==> src/rtl/apb_master_bridge.sv <==
// APB master bridge: turns a valid/ready command stream into APB SETUP/ACCESS
// transfers, supports slave wait states, aborts a stalled ACCESS after TIMEOUT
// cycles and returns a one-cycle response pulse per transfer.
module apb_master_bridge #(
    parameter int TIMEOUT = 16
) (
    input  logic       PCLK,
    input  logic       PRESETn,
    input  logic       cmd_valid,
    output logic       cmd_ready,
    input  logic       cmd_write,
    input  logic [2:0] cmd_addr,
    input  logic [7:0] cmd_wdata,
    output logic       rsp_valid,
    output logic [7:0] rsp_rdata,
    output logic       rsp_err,
    output logic       rsp_timeout,
    output logic       PSEL,
    output logic       PENABLE,
    output logic       PWRITE,
    output logic [2:0] PADDR,
    output logic [7:0] PWDATA,
    input  logic [7:0] PRDATA,
    input  logic       PREADY,
    input  logic       PSLVERR,
    output logic       busy
);

    typedef enum logic [1:0] {
        IDLE   = 2'd0,
        SETUP  = 2'd1,
        ACCESS = 2'd2
    } state_t;

    // Last wait-counter value before an ACCESS that still sees PREADY=0 is aborted
    localparam logic [7:0] WAIT_LAST = 8'(TIMEOUT - 1);

    state_t     state_r;
    logic [7:0] wait_cnt_r;
    logic       accept_s;

    // A new command can be taken while idle, or in the very cycle the current ACCESS completes
    assign cmd_ready = (state_r == IDLE) || ((state_r == ACCESS) && PREADY);
    assign accept_s  = cmd_valid && cmd_ready;

    // Transfer sequencer: state, APB drive, wait counter and response registers
    always_ff @(posedge PCLK or negedge PRESETn) begin
        if (!PRESETn) begin
            state_r     <= IDLE;
            wait_cnt_r  <= 8'd0;
            PSEL        <= 1'b0;
            PENABLE     <= 1'b0;
            PWRITE      <= 1'b0;
            PADDR       <= 3'd0;
            PWDATA      <= 8'd0;
            busy        <= 1'b0;
            rsp_valid   <= 1'b0;
            rsp_rdata   <= 8'd0;
            rsp_err     <= 1'b0;
            rsp_timeout <= 1'b0;
        end else begin
            rsp_valid <= 1'b0;
            case (state_r)
                IDLE: begin
                    if (accept_s) begin
                        state_r <= SETUP;
                        PWRITE  <= cmd_write;
                        PADDR   <= cmd_addr;
                        PWDATA  <= cmd_wdata;
                        PSEL    <= 1'b1;
                        PENABLE <= 1'b0;
                        busy    <= 1'b1;
                    end else begin
                        state_r <= IDLE;
                    end
                end
                SETUP: begin
                    state_r    <= ACCESS;
                    PENABLE    <= 1'b1;
                    wait_cnt_r <= 8'd0;
                end
                ACCESS: begin
                    if (PREADY) begin
                        // Normal completion wins even when the counter is at its limit
                        rsp_valid   <= 1'b1;
                        rsp_err     <= PSLVERR;
                        rsp_timeout <= 1'b0;
                        rsp_rdata   <= PWRITE ? 8'd0 : PRDATA;
                        if (accept_s) begin
                            state_r <= SETUP;
                            PWRITE  <= cmd_write;
                            PADDR   <= cmd_addr;
                            PWDATA  <= cmd_wdata;
                            PSEL    <= 1'b1;
                            PENABLE <= 1'b0;
                            busy    <= 1'b1;
                        end else begin
                            state_r <= IDLE;
                            PSEL    <= 1'b0;
                            PENABLE <= 1'b0;
                            busy    <= 1'b0;
                        end
                    end else if (wait_cnt_r == WAIT_LAST) begin
                        // Slave stalled too long: abandon the transfer and report it
                        state_r     <= IDLE;
                        PSEL        <= 1'b0;
                        PENABLE     <= 1'b0;
                        busy        <= 1'b0;
                        rsp_valid   <= 1'b1;
                        rsp_err     <= 1'b1;
                        rsp_timeout <= 1'b1;
                        rsp_rdata   <= 8'd0;
                    end else begin
                        wait_cnt_r <= wait_cnt_r + 8'd1;
                    end
                end
                default: begin
                    state_r <= IDLE;
                    PSEL    <= 1'b0;
                    PENABLE <= 1'b0;
                    busy    <= 1'b0;
                end
            endcase
        end
    end

endmodule

==> config.mk <==
export PLATFORM = sky130hd
export DESIGN_NAME = apb_master_bridge
export DESIGN_NICKNAME = d
export VERILOG_FILES = /design/src/rtl/apb_master_bridge.sv
export SDC_FILE = /design/constraint.sdc
export NUM_CORES = 1
export LEC_CHECK = 0
export BUFFER_PORTS_ARGS = -buffer_cell sky130_fd_sc_hd__buf_2
export CORE_MARGIN = 5
export CORE_UTILIZATION = 49
export DETAILED_ROUTE_END_ITERATION = 10
export PLACE_DENSITY_LB_ADDON = 0.2
export SLEW_MARGIN = 15
export SYNTH_ARGS = -nofsm -noshare
export SYNTH_HDL_FRONTEND = slang
export SYNTH_SLANG_ARGS = --single-unit
==> constraint.sdc <==
create_clock -name PCLK -period 2 [get_ports PCLK]
set_input_delay 0.1 -clock PCLK [delete_from_list [all_inputs] [get_ports PCLK]]
set_output_delay 0.1 -clock PCLK [all_outputs]
set_load 0.03 [all_outputs]
== Word level (Yosys, flattened, before mapping) ==
Cells that the tools add are included.
Word-level totals
  output and inout bits: 27
  bits in registers: 35
  bits of input ports: 25
  logic and storage cells: 66
Cells by class
  $add $sub $neg: 1
  equality and inequality tests: 8
  reductions and logical operators: 12
  muxes and demuxes: 33
  bitwise logic cells: 1
Operators with widths (count)
  two-way mux 8 bit: 7
  one-hot mux 8 bit (2 select lines): 2
  two-way mux 1 bit: 15
  adder 8 x 1 -> 8 bit, second input constant: 1
  == test 8 x 4 -> 1 bit, second input constant: 1
  != test 2 bit, second input constant: 4
  two-way mux 3 bit: 2
  one-hot mux 1 bit (3 select lines): 2
  one-hot mux 2 bit (3 select lines): 1
  one-hot mux 3 bit (2 select lines): 1
  AND reduction 2 bit: 3
  AND reduction 3 bit: 2
  nonzero test 2 bit: 3
  two-way mux 2 bit: 2
  != test 3 x 2 -> 1 bit, second input constant: 1
  == test 2 x 1 -> 1 bit, second input constant: 1
  == test 2 bit, second input constant: 1
  logical AND 1 bit: 2
  zero test 2 bit: 1
  one-hot mux 1 bit (2 select lines): 1
  logical OR 1 bit: 1
  NOT 1 bit: 1

== Longest topological paths before layout ==
  depth in word-level cells: 7
  gate-level depth with buffers: 6
  depth with buffers taken out: 6

== Worst setup path before layout ==
No wires, ideal clock.
  kind: flip-flop to flip-flop
  from: register wait_cnt_r[6]
  to: register busy
  data arrival time: 1432 ps
  clock period less this slack: 1566 ps
  setup time: 134 ps
  stages on the path, launching flop included: 5
  buffers on the path: 0
  path slack: 434 ps
  required time: 1866 ps
  cells stage by stage: dfrtp_1 -> or3_4 -> or3_4 -> a22oi_1 -> o22ai_1
Between the ends
  word-level cells in the longest chain between the ends: 3
Ends and longest elaborated chain
  start: declaration: line 39  | logic [7:0] wait_cnt_r;
  start signal: assignment: line 114  | wait_cnt_r <= wait_cnt_r + 8'd1;
  == test 8 x 4 -> 1 bit: line 103  | end else if (wait_cnt_r == WAIT_LAST) begin
  != test 3 x 2 -> 1 bit (no source line)
  AND reduction 3 bit (no source line)
  end signal: assignment: line 101  | busy <= 1'b0;
  end signal: assignment: line 108  | busy <= 1'b0;
  end signal: assignment: line 121  | busy <= 1'b0;
  end: declaration: line 26  | output logic busy
No other way between the ends.
A chain may end at the register's enable or synchronous reset.

== Final worst setup path ==
  from: register wait_cnt_r[0]
  to: register rsp_err
Between the ends
  word-level cells in the longest chain between the ends: 3
Ends and longest elaborated chain
  == test 8 x 4 -> 1 bit: line 103
  nonzero test 2 bit (no source line)
  AND reduction 2 bit (no source line)
  end signal: assignment: line 59  | rsp_err <= 1'b0;
  end signal: assignment: line 86  | rsp_err <= PSLVERR;
  end signal: assignment: line 110  | rsp_err <= 1'b1;
  end: declaration: line 16  | output logic rsp_err,
No other way between the ends.

==> impl_metrics.tcl <==
set metrics [dict create \
    status "finished, final reports clean" \
    cts_buffer_depth 2 \
    fin_skew_ns 0.00907 \
    hp-start "cmd_valid" \
    die-area_mm2 0.00441 \
    cts_resized 0 \
    cap_viol_max_count 0 \
    async_flop_share_pct 100 \
    rr_endpoint "rsp_err" \
    min_delay_worst_endpoint "busy" \
    grt_max_degree 36 \
    hp-class "in2reg" \
    path_clk_slew_ns 0.10 \
    synth_top_family_by_area "compound AO/OA/AOI/OAI gates" \
    worst_slew_pin_slew_ns 0.760 \
    initial_core_util_pct 51.0 \
    drtIter0Drc 107 \
    finalSetupViolations 0 \
    power_density_mw_per_mm2 1060 \
    fin_crit_ns 1.73 \
    synth_edf_count 0 \
    area_growth_pct 37.7 \
    cts-htree-levels 2 \
    endpoint_kind "register" \
    pin_count 52 \
    antenna_found_initial 0 \
    cp_max_fo 9 \
    wl_per_cell_um 15.2 \
    cts_made_buffers 5 \
    overflow 0 \
    synthAdderAreaFrac_pct 0.803 \
    seqCellArea_um2 876 \
    fin_nets 232 \
    dieWidth_um 66.4 \
    tns_ns 0 \
    core_mm2 0.00305 \
    n_antenna_cell 0 \
    final_antenna_net_count 0 \
    fmax_mhz 578 \
    cts.sinks 35 \
    fin_crit_sh_pct 86.4 \
    synth-main-ff-cell "dfrtp_1" \
    finalMaxSlewViolations 0 \
    num_rows 20 \
    required_ns 2.22 \
    ys_ff_latch 35 \
    num-fill-cells 250 \
    multiInputGateArea_um2 639 \
    syn_avg_cell_area_um2 12.3 \
    hold_depth 3 \
    grt_first_pass_wirelength_um 6690 \
    yosysWarnings 0 \
    synth_mux_area_share_pct 8.67 \
    drc 0 \
    yosysTopAreaCellShare_pct 56.2 \
    critPathLaunchType "register" \
    critPathKind "reg2reg" \
    vias 1296 \
    maxSlewHeadroom_pct 49.3 \
    synth_simple_gate_area_share_pct 14.4 \
    clockRootBuffer "clkbuf_4" \
    synth_compound_area_share_pct 16.1 \
    synth_cell_types 42 \
    firstDrtPassIters 4 \
    clk_latency_ns 0.33 \
    synth.largest_area_cell "dfrtp_1" \
    final_hold_viol_count 0 \
    drive_gt1_share_pct 39.6 \
    ys_top_cells_by_count "dfrtp_1, mux2_2, a22o_1, nand2_1" \
    grtUsageTotal_pct 20.0 \
    synthMostInstantiatedCell "dfrtp_1" \
    synth_xor_area_share_pct 1.12 \
    rr_worst_depth 6 \
    leakagePower_nw 1.05 \
    arrival_ns 1.95 \
    syn_area_mm2 0.00156 \
    portBuffers 51 \
    rsz0062_at_grt "no" \
    synth_nets 153 \
    vias_per_cell 5.16 \
    irDropWorstVdd_mv 0.616 \
    r2r_slack_ns 0.27 \
    synth_area_leaders "dfrtp_1, mux2_2, a22o_1" \
    die_height_um 66.4 \
    ys_seq_area_share_pct 56.2 \
    fin_util_pct 70.2 \
    dp_hpwl_um 2500 \
    synth_cells 127 \
    reg2reg_from "wait_cnt_r[0]" \
    tritoncts "yes" \
    place_congestion 0.845 \
    route.final.wire_length_um 3800 \
    grt_pass1_vias 1405 \
]
-- report_power, final --
| part | switching, mW | leakage [nW] | internal (mW) | total, mW |
|---|---|---|---|---|
| Sequential | 0.118 | 0.442 | 0.885 | 1.00 |
| Combinational | 0.577 | 0.577 | 0.343 | 0.920 |
| Clock | 0.220 | 0.0293 | 0.137 | 0.357 |
| Total | 0.914 | 1.05 | 1.37 | 2.28 |
-- worst max path at each step --
stage | from | endpoint | cells past startpoint
after floorplan | wait_cnt_r[6] | busy | 4
after global placement | wait_cnt_r[0] | rsp_err | 6
after detailed placement | wait_cnt_r[0] | wait_cnt_r[6] | 5
after CTS | wait_cnt_r[0] | wait_cnt_r[6] | 5
after global routing | wait_cnt_r[0] | wait_cnt_r[6] | 5
final | wait_cnt_r[0] | rsp_err | 6
-- worst max-delay path: stages, from the launching register on --
cell	delay, ns
dfrtp_1	0.43
ha_1	0.24
nand3_1	0.20
nor3_4	0.09
o21ai_2	0.36
inv_1	0.10
o22a_1	0.21
-- per-stage QoR --
stage | worst slack, ns | area [um2] | total power [mW] | hold WS [ns] | cells
after floorplan | 0.434 | 1560 | 1.61 | -0.196 | 127
after global placement | 0.372 | 1870 | 1.87 | 0.204 | 221
after detailed placement | 0.311 | 1870 | 1.90 | 0.212 | 221
after CTS | 0.288 | 2140 | 2.30 | 0.100 | 251
after global routing | 0.148 | 2140 | 2.43 | 0.104 | 251
final | 0.271 | 2140 | 2.28 | 0.119 | 251
-- logic make-up after synthesis --
group / Yosys count
DFF: 35
adders and majority gates: 1
xor gates and xnor gates: 2
muxes: 12
and+or+nand+nor: 37
AOI/OAI and AO/OA: 31
buffers and inverters: 9
-- sequential cells by signal, summed over array words and instances (netlist names) --
signal and cells:
rsp_err 1, PWDATA 8, wait_cnt_r 8, rsp_timeout 1
PENABLE 1, PADDR 3, rsp_rdata 8, rsp_valid 1
PWRITE 1, busy 1, state_r 2
-- metal layers --
metal	global-route usage, %	up-vias	share of wire (%)
met4	5.33	0	0.32
met5	0	-	0
li1	-	625	-
met1	24.5	626	43
met3	7.99	2	7.5
met2	32.7	43	49
-- cell type report --
cell class                      instances  share of cell area [%]
Clock buffer                            7                    2.10
Clock inverter                          1                   0.233
Inverter                                3                   0.525
Multi-Input combinational cell         83                    29.8
Sequential cell                        35                    40.8
Tap cell                               44                    2.57
Timing Repair Buffer                   78                    23.9
-- what timing repair did --
| item | in CTS | in global routing |
|---|---|---|
| hold buffers | 22 | 0 |
| buffers inserted | 0 | 0 |
| hold endpoints to repair | 56 | 0 |
-- cell usage in the layout, fill, tap and decap left out, drive strengths merged, types with 2 or more instances in the layout --
cell,instances
and3,4
dlygate4sd3,22
inv,3
nand3,3
o22ai,2
or3,2
nor2b,3
nor3,3
nor2,7
a32o,3
a22o,8
clkbuf,7
a21oi,8
o21ai,2
mux2,12
nand2,8
buf,56
dfrtp,35
(Power assumes the default switching activity.)
